$ cat config.mk
export PLATFORM = sky130hd
export DESIGN_NAME = cim_bank_loader
export DESIGN_NICKNAME = d
export VERILOG_FILES = /design/src/rtl/cim_bank_loader.sv
export SDC_FILE = /design/constraint.sdc
export NUM_CORES = 1
export LEC_CHECK = 0
export ABC_AREA = 1
export CORE_MARGIN = 1
export CORE_UTILIZATION = 42
export DETAILED_ROUTE_END_ITERATION = 12
export PLACE_DENSITY = 0.76
export RECOVER_POWER = 100
export SYNTH_ARGS = -nofsm -noshare
export SYNTH_HDL_FRONTEND = slang
export SYNTH_SLANG_ARGS = --single-unit
export TNS_END_PERCENT = 50
$ cat constraint.sdc
create_clock -name clk -period 1.4 [get_ports clk]
set_input_delay 0.28 -clock clk [delete_from_list [all_inputs] [get_ports clk]]
set_output_delay 0.28 -clock clk [all_outputs]
set_load 0.005 [all_outputs]
$ cat src/rtl/cim_bank_loader.sv
// cim_bank_loader: clocked CIM weight bank. ROWS rows of paired WW-bit
// weights (A/B) drive the compute array in parallel. A start/length command
// followed by a valid/ready beat stream writes consecutive rows from a base
// row. The row pointer wraps past the last row. Status outputs are busy,
// a one-cycle done pulse, and a sticky written flag per row.
//
// Ports:
//   clk, rst                  rising-edge clock, synchronous active-high reset
//   cfg_start/base/len        command strobe (sampled in IDLE only), first row,
//                             row count (0..ROWS, larger values clamp to ROWS)
//   in_valid/in_ready/in_data beat stream, in_data = {A, B}
//   busy, done                LOAD state, 1-cycle completion pulse
//   row_written               sticky per-row write flag
//   wb_a, wb_b                row r weights at [r*WW +: WW]
//
// Optional feature macro CIM_BANK_LOADER_READBACK_EN adds the ports
//   rd_en, rd_addr, rd_data, rd_valid, which give a registered row readback.
//   A read in the same cycle as a write to that row returns the old value.

module cim_bank_row #(
  parameter int WW = 12
) (
  input  logic          clk,
  input  logic          rst,
  input  logic          we,
  input  logic [2*WW-1:0] d,
  output logic [WW-1:0] a,
  output logic [WW-1:0] b,
  output logic          written
);
  always_ff @(posedge clk) begin
    if (rst) begin
      a       <= '0;
      b       <= '0;
      written <= 1'b0;
    end else if (we) begin
      a       <= d[2*WW-1:WW];
      b       <= d[WW-1:0];
      written <= 1'b1;
    end
  end
endmodule

module cim_bank_loader #(
  parameter int  ROWS   = 8,
  parameter int  WW     = 12,
  localparam int ADDR_W = $clog2(ROWS)
) (
  input  logic                 clk,
  input  logic                 rst,
  input  logic                 cfg_start,
  input  logic [ADDR_W-1:0]    cfg_base,
  input  logic [ADDR_W:0]      cfg_len,
  input  logic                 in_valid,
  output logic                 in_ready,
  input  logic [2*WW-1:0]      in_data,
  output logic                 busy,
  output logic                 done,
  output logic [ROWS-1:0]      row_written,
  output logic [ROWS*WW-1:0]   wb_a,
  output logic [ROWS*WW-1:0]   wb_b
`ifdef CIM_BANK_LOADER_READBACK_EN
  ,
  input  logic                 rd_en,
  input  logic [ADDR_W-1:0]    rd_addr,
  output logic [2*WW-1:0]      rd_data,
  output logic                 rd_valid
`endif
);
  localparam logic [ADDR_W:0]   ROWS_L = (ADDR_W+1)'(ROWS);
  localparam logic [ADDR_W-1:0] LAST   = ADDR_W'(ROWS-1);
  localparam logic [ADDR_W:0]   ONE    = (ADDR_W+1)'(1);

  typedef enum logic [1:0] {S_IDLE, S_LOAD, S_DONE} state_t;

  state_t              state, state_nx;
  logic [ADDR_W-1:0]   ptr;
  logic [ADDR_W:0]     cnt;
  logic                acc;
  logic                latch;
  logic [ADDR_W-1:0]   base_mod;
  logic [ADDR_W:0]     len_clamp;
  logic [ROWS-1:0]     we;

  assign acc       = in_valid && in_ready;
  assign latch     = (state == S_IDLE) && cfg_start && (cfg_len != '0);
  // Base reduced modulo ROWS so a non-power-of-two bank never points past the end.
  assign base_mod  = ADDR_W'(32'(cfg_base) % ROWS);
  // Clamp keeps each row written at most once per command.
  assign len_clamp = (cfg_len > ROWS_L) ? ROWS_L : cfg_len;

  // Outputs come from state alone: no in_valid -> in_ready path.
  always_comb begin
    state_nx = state;
    in_ready = 1'b0;
    busy     = 1'b0;
    done     = 1'b0;
    case (state)
      S_IDLE: if (cfg_start) state_nx = (cfg_len == '0) ? S_DONE : S_LOAD;
      S_LOAD: begin
        in_ready = 1'b1;
        busy     = 1'b1;
        if (in_valid && cnt == ONE) state_nx = S_DONE;
      end
      S_DONE: begin
        done     = 1'b1;
        state_nx = S_IDLE;
      end
      default: state_nx = S_IDLE;
    endcase
  end

  always_ff @(posedge clk) begin
    if (rst) begin
      state <= S_IDLE;
      ptr   <= '0;
      cnt   <= '0;
    end else begin
      state <= state_nx;
      if (latch) begin
        ptr <= base_mod;
        cnt <= len_clamp;
      end else if (acc) begin
        ptr <= (ptr == LAST) ? '0 : ptr + 1'b1;
        cnt <= cnt - ONE;
      end
    end
  end

  for (genvar r = 0; r < ROWS; r++) begin : g_row
    assign we[r] = acc && (ptr == ADDR_W'(r));
    cim_bank_row #(.WW(WW)) u_row (
      .clk     (clk),
      .rst     (rst),
      .we      (we[r]),
      .d       (in_data),
      .a       (wb_a[r*WW +: WW]),
      .b       (wb_b[r*WW +: WW]),
      .written (row_written[r])
    );
  end

`ifdef CIM_BANK_LOADER_READBACK_EN
  // Reads the row registers before this cycle's write lands: old value wins.
  always_ff @(posedge clk) begin
    if (rst) begin
      rd_data  <= '0;
      rd_valid <= 1'b0;
    end else begin
      rd_valid <= rd_en;
      if (rd_en) rd_data <= {wb_a[rd_addr*WW +: WW], wb_b[rd_addr*WW +: WW]};
    end
  end
`endif
endmodule
==> impl_metrics.yaml, run 1 <==
status:
  status: "finished, violations left"
  violations: "setup timing"
place:
  post-place-ws_ns: -0.4668
  dp_cells: 1434
  io_buffer_count: 237
  hpwlAfterDp_um: 16380
  gp_congestion: 0.8362
  place_area_um2: 10640
critical_path:
  endpoint_kind: "flop"
  r2r_cells: 8
  start_kind: "flop"
  crit_arrival_ns: 1.83
  cp_slowest_cell: "dfxtp_4"
  max_stage_delay_ns: 0.38
  crit_type: "flop to flop"
  cp_common_cell: "nor2_1"
  worstPathMaxFanout: 8
  crit_required_ns: 1.78
  cp_cell_sequence: "clkinvlp_4 > ha_4 > nand3_4 > buf_12 > inv_8 > clkbuf_16 > nor2_1 > nor2_1"
timing:
  tightest_slew_ns: 0.4624
  fmax_ghz: 0.6871
  fin_skew_ns: 0.01538
  holdWs_ns: 0.2759
  slew_headroom: 0.6908
  fin_crit_ns: 1.455
  finalMaxSlewViolations: 0
  finalSetupTns_ns: -0.5692
  finalHoldViolations: 0
  setup-violations-final: 29
  rsz0062_at_grt: "yes"
  period_share: 1.040
  worst_slack_ns: -0.05542
logic_synthesis:
  synth_simple_gate_area_frac: 0.2397
  synth_cell_type_count: 22
  synth_top_family_by_area: "simple AND/OR/NAND/NOR gates"
  synth_xor_area_frac: 0.002264
  syn_nets: 1018
  synth_edf_count: 0
  async_flop_share: 0
  synthMuxAreaShare: 0
  synth.top_cell.area_share: 0.5408
  synthCells: 975
  yosys_warnings: 0
  yosysTopAreaCell: "dfxtp_1"
  yosysSeqAreaShare: 0.5408
  synth_fa_ha_area_frac: 0.01294
  netlist_area_um2: 7737
  synthFlopType: "dfxtp_1"
  synth-compound-area-share: 0.1307
  synthTopCellsByArea: "dfxtp_1, nor2_1, o21ai_0"
  ys_ff_latch: 209
  syn_area_per_cell_um2: 7.936
power:
  irDropWorstVdd_mv: 0.7748
  pwr_density_cell_nw_per_um2: 1106
  leakage_nw: 5.179
  finalPower_mw: 12.86
global_route:
  grt_pass1_wl_um: 35950
  gr-total-overflow: 0
  track_usage: 0.2416
  grt_max_degree: 61
  first_global_vias: 6804
  antenna_found_initial: 0
detailed_routing:
  first_pass_iters: 5
  wl_um: 24760
  vias_per_cell: 5.128
  wl_per_cell_um: 16.64
  vias: 7630
  drt_iter0_markers: 502
  ant_nets: 0
  route.detailed.drc: 0
final_layout:
  area_growth_pct: 50.32
  final_common_cell: "nor2_1"
  final_nets: 1286
  fin_area_um2: 11630
  post-route-util: 0.6453
  final_cell_mix: "nor2_1, dlygate4sd2_1, dfxtp_1"
  fill_cells: 1542
  fin_cells: 1488
  drive_gt1_frac: 0.1852
clock_tree:
  cts.path.max_buffers: 3
  clock_latency_ns: 0.50
  path_clk_slew_ns: 0.06
  cts_tree: "built"
  cts-buffers-inserted: 21
  htree_levels: 1
  clkSinkCount: 209
  clockRootBuffer: "clkbuf_16"
die:
  io_pins: 238
  dieArea_um2: 18970
  start_util: 0.4293
  die_x_um: 137.7
  die-height_um: 137.7
  core_area_um2: 18020
  fp-row-count: 49
worst_hold_path:
  hp-class: "input port to flop"
  hold-path-cell-count: 4
job:
  max-cap-violations: 0
==> report_power, final <==
group	switching (mW)	total (mW)	internal, mW	leakage (nW)
clock network	2.27	5.33	3.06	0.324
logic	0.727	1.35	0.618	3.14
registers	0.0999	6.18	6.08	1.71
total	3.10	12.9	9.76	5.18
==> routing by layer <==
layer,global-route usage,wire length [µm],vias to the layer above
li1,-,-,3692
met1,0.3166,10220,3566
met2,0.4054,11920,316
met3,0.04194,2009,56
met4,0.07005,610,0
met5,0,0,-
==> final timing paths <==
kind	start	to	slack, ns
max	ptr[0]	g_row[0].u_row.a[11]	-0.06
min	rst	cnt[1]	0.28
max reg2reg	ptr[0]	g_row[0].u_row.a[11]	-0.06
min reg2reg	g_row[7].u_row.b[4]	g_row[7].u_row.b[4]	0.46
==> cell usage after synthesis, types with 2 or more instances <==
cell type  number
nor2_1        308
a21oi_1        56
clkbuf_1       36
xor2_1          2
dfxtp_1       209
nand2_1        64
nand2_2         2
nand3_1        68
ha_1            8
clkinv_2        6
buf_4           9
o21ai_0       146
buf_6          18
inv_1          21
inv_2           3
buf_2           8
nand3_2         6
==> worst max-delay path: cells and delay by family (launching register included) <==
| kind | cells | cell delay, ns |
|---|---|---|
| flops | 1 | 0.38 |
| buf+inv | 4 | 0.49 |
| fa+ha+maj | 1 | 0.20 |
| simple gates | 3 | 0.27 |
==> logic make-up after synthesis <==
group / Yosys count
xor+xnor: 2
flops: 209
simple gates: 452
buf+inv: 102
compound gates: 202
fa+ha+maj: 8
==> final cells by class <==
type	instances	area (µm²)	area share
diodes	1	2.502	0.0002151
clock buffers	33	620.6	0.05336
clock inverters	5	32.53	0.002797
inverters	30	136.4	0.01173
multi-input cells	665	3226	0.2773
flip-flops and latches	209	4255	0.3659
well taps	229	286.5	0.02463
repair buffers	316	3072	0.2641
==> sequential cells by signal, indices dropped and copies added, names as in the netlist <==
signal               cells
g_row.u_row.written      8
cnt                      4
g_row.u_row.b           96
ptr                      3
g_row.u_row.a           96
state                    2
==> what timing repair did <==
action                     CTS  global route
gates resized for setup    276           160
hold buffers                 0             0
cloned                       0             7
setup endpoints to repair  308           235
pin swaps                    3             8
buffers inserted             2             6
Power figures use the tool's default switching activity.
==> inputs of run 2 (changes only) <==
- CORE_MARGIN: 1 -> 5
- GPL_TIMING_DRIVEN: not set -> 0
==> impl_metrics.yaml, run 2 (synthesized netlist as in run 1, its figures left out) <==
final_layout:
  area_growth_pct: 56.58
  fin_cells: 1525
  multi_input_area_um2: 3402
  fill_cells: 1485
  seq_area_um2: 4237
  n_antenna_cell: 0
  final_common_cell: "nor2_1"
  fin_area_um2: 12120
  post-route-util: 0.6722
  final_cell_mix: "nor2_1, dlygate4sd2_1, dfxtp_1"
  top_regs: "g_row.u_row.a (96), g_row.u_row.b (96), g_row.u_row.written (8)"
  drive_gt1_frac: 0.2245
  final_nets: 1324
timing:
  finalHoldViolations: 0
  tightest_slew_ns: 0.8200
  finalMaxSlewViolations: 0
  fin_skew_ns: 0.007468
  holdWs_ns: 0.3885
  fmax_ghz: 0.6576
  slew_headroom: 0.4533
  fin_crit_ns: 1.521
  setup-violations-final: 162
  finalSetupTns_ns: -7.413
  worst_slack_ns: -0.1208
  period_share: 1.086
  rsz0062_at_grt: "yes"
detailed_routing:
  wl_um: 28170
  met3WireLength_um: 2333
  drt_iter0_markers: 427
  met1Wirelength_um: 11190
  vias_per_cell: 5.180
  ant_nets: 0
  vias: 7899
  route.detailed.drc: 0
  wl_per_cell_um: 18.47
  wl_met2_um: 13680
  top_layer_used: "met4"
  first_pass_iters: 5
clock_tree:
  clkSinkCount: 209
  htree_levels: 1
  clockRootBuffer: "clkbuf_16"
  cts_tree: "built"
  clock_latency_ns: 0.49
  path_clk_slew_ns: 0.06
  cts.path.max_buffers: 3
  cts-buffers-inserted: 23
status:
  violations: "setup timing"
  status: "finished, violations left"
critical_path:
  crit_type: "flop to flop"
  start_kind: "flop"
  max_stage_delay_ns: 0.32
  worstPathMaxFanout: 6
  crit_required_ns: 1.76
  worst-path-stages: 10
  endpoint: "g_row[7].u_row.b[8]"
  worstReg2RegEnd: "g_row[7].u_row.b[8]"
  cp-startpoint: "state[1]"
  crit_buf_inv: 5
  r2r_cells: 10
  cp_slowest_cell: "dfxtp_2"
  cp_cell_sequence: "inv_2 > nand2_4 > nor2_8 > buf_12 > buf_12 > nand2_8 > buf_6 > buf_6 > nand2_2 > a21oi_2"
  critPathTopFamily: "buffers and inverters"
  reg2reg_setup_slack_ns: -0.12
  endpoint_kind: "flop"
  crit_arrival_ns: 1.88
  regToRegStartpoint: "state[1]"
place:
  gp_congestion: 0.8388
  place_area_um2: 10390
  io_buffer_count: 236
  dp_cells: 1440
  hpwlAfterDp_um: 18450
job:
  max-cap-violations: 0
power:
  pwr_density_cell_nw_per_um2: 1120
  leakage_nw: 5.431
  irDropWorstVdd_mv: 1.094
die:
  fp-row-count: 49
  die-height_um: 145.7
  core_area_um2: 18020
  io_pins: 238
  start_util: 0.4293
  die_x_um: 145.7
  dieArea_um2: 21240
global_route:
  grt_max_degree: 14
  track_usage: 0.2354
  gr-total-overflow: 0
  grt_pass1_wl_um: 40850
  first_global_vias: 7240
  antenna_found_initial: 0
worst_hold_path:
  hp-class: "input port to flop"
run 2: cell types whose count changed in the layout (fill, tap and decap cells not counted), moves of 14 or more:
cell and delta:
dlygate4sd2_1 +14, clkdlybuf4s15_1 -22, dfxtp_2 -18, o21ai_0 -50, o21ai_1 +37, dfxtp_1 +17, buf_6 +16, buf_12 -14
nand2_1 -14
run 2: per-stage QoR:
| step | total power, mW | setup slack (ns) |
|---|---|---|
| finish | 13.56 | -0.1208 |
| global route | 14.02 | -0.1578 |
| CTS | 13.42 | -0.1410 |
| detailed placement | 7.423 | -0.6147 |
| global placement | 7.401 | -0.6224 |
| floorplan | 6.834 | -0.00004174 |
run 2: final cells by class:
type,instances,share of cell area
flip-flops and latches,209,0.3497
clock inverters,8,0.007642
well taps,229,0.02365
repair buffers,281,0.2165
multi-input cells,664,0.2808
plain buffers,72,0.05556
clock buffers,32,0.05360
inverters,30,0.01260
run 2: what timing repair did:
action                                  CTS  global route
buffers inserted                         18            15
pin swaps                                28            49
gates resized for setup                 400           196
hold buffers                              0             0
endpoints found under the setup margin  377           269
gates cloned                              6             8
run 2: worst min path at each step:
stage / depth (start not counted) / startpoint / slack [ns] / end
4_1_cts: 3 / rst / 0.38 / g_row[7].u_row.b[5]
3_5_place_dp: 2 / g_row[7].u_row.written / 0.44 / g_row[7].u_row.written
6_report: 3 / rst / 0.39 / g_row[7].u_row.b[7]
2_1_floorplan: 2 / g_row[3].u_row.written / 0.43 / g_row[3].u_row.written
5_1_grt: 3 / rst / 0.43 / g_row[3].u_row.a[3]
3_3_place_gp: 2 / g_row[3].u_row.written / 0.44 / g_row[3].u_row.written
run 2: layer usage:
metal | vias to the layer above | track usage
li1 | 3775 | -
met1 | 3708 | 0.2996
met3 | 65 | 0.05232
met4 | 0 | 0.06810
met5 | - | 0
met2 | 351 | 0.4008
run 2: report_power, final:
group          internal (mW)  switching (mW)
Sequential              6.08          0.0923
Combinational          0.617           0.796
Clock                   3.59            2.39
Total                   10.3            3.28
run 2: worst min-delay path: cells and delay by family:
family	cells	cell delay, ns
buf+inv	2	0.41
compound gates	1	0.15
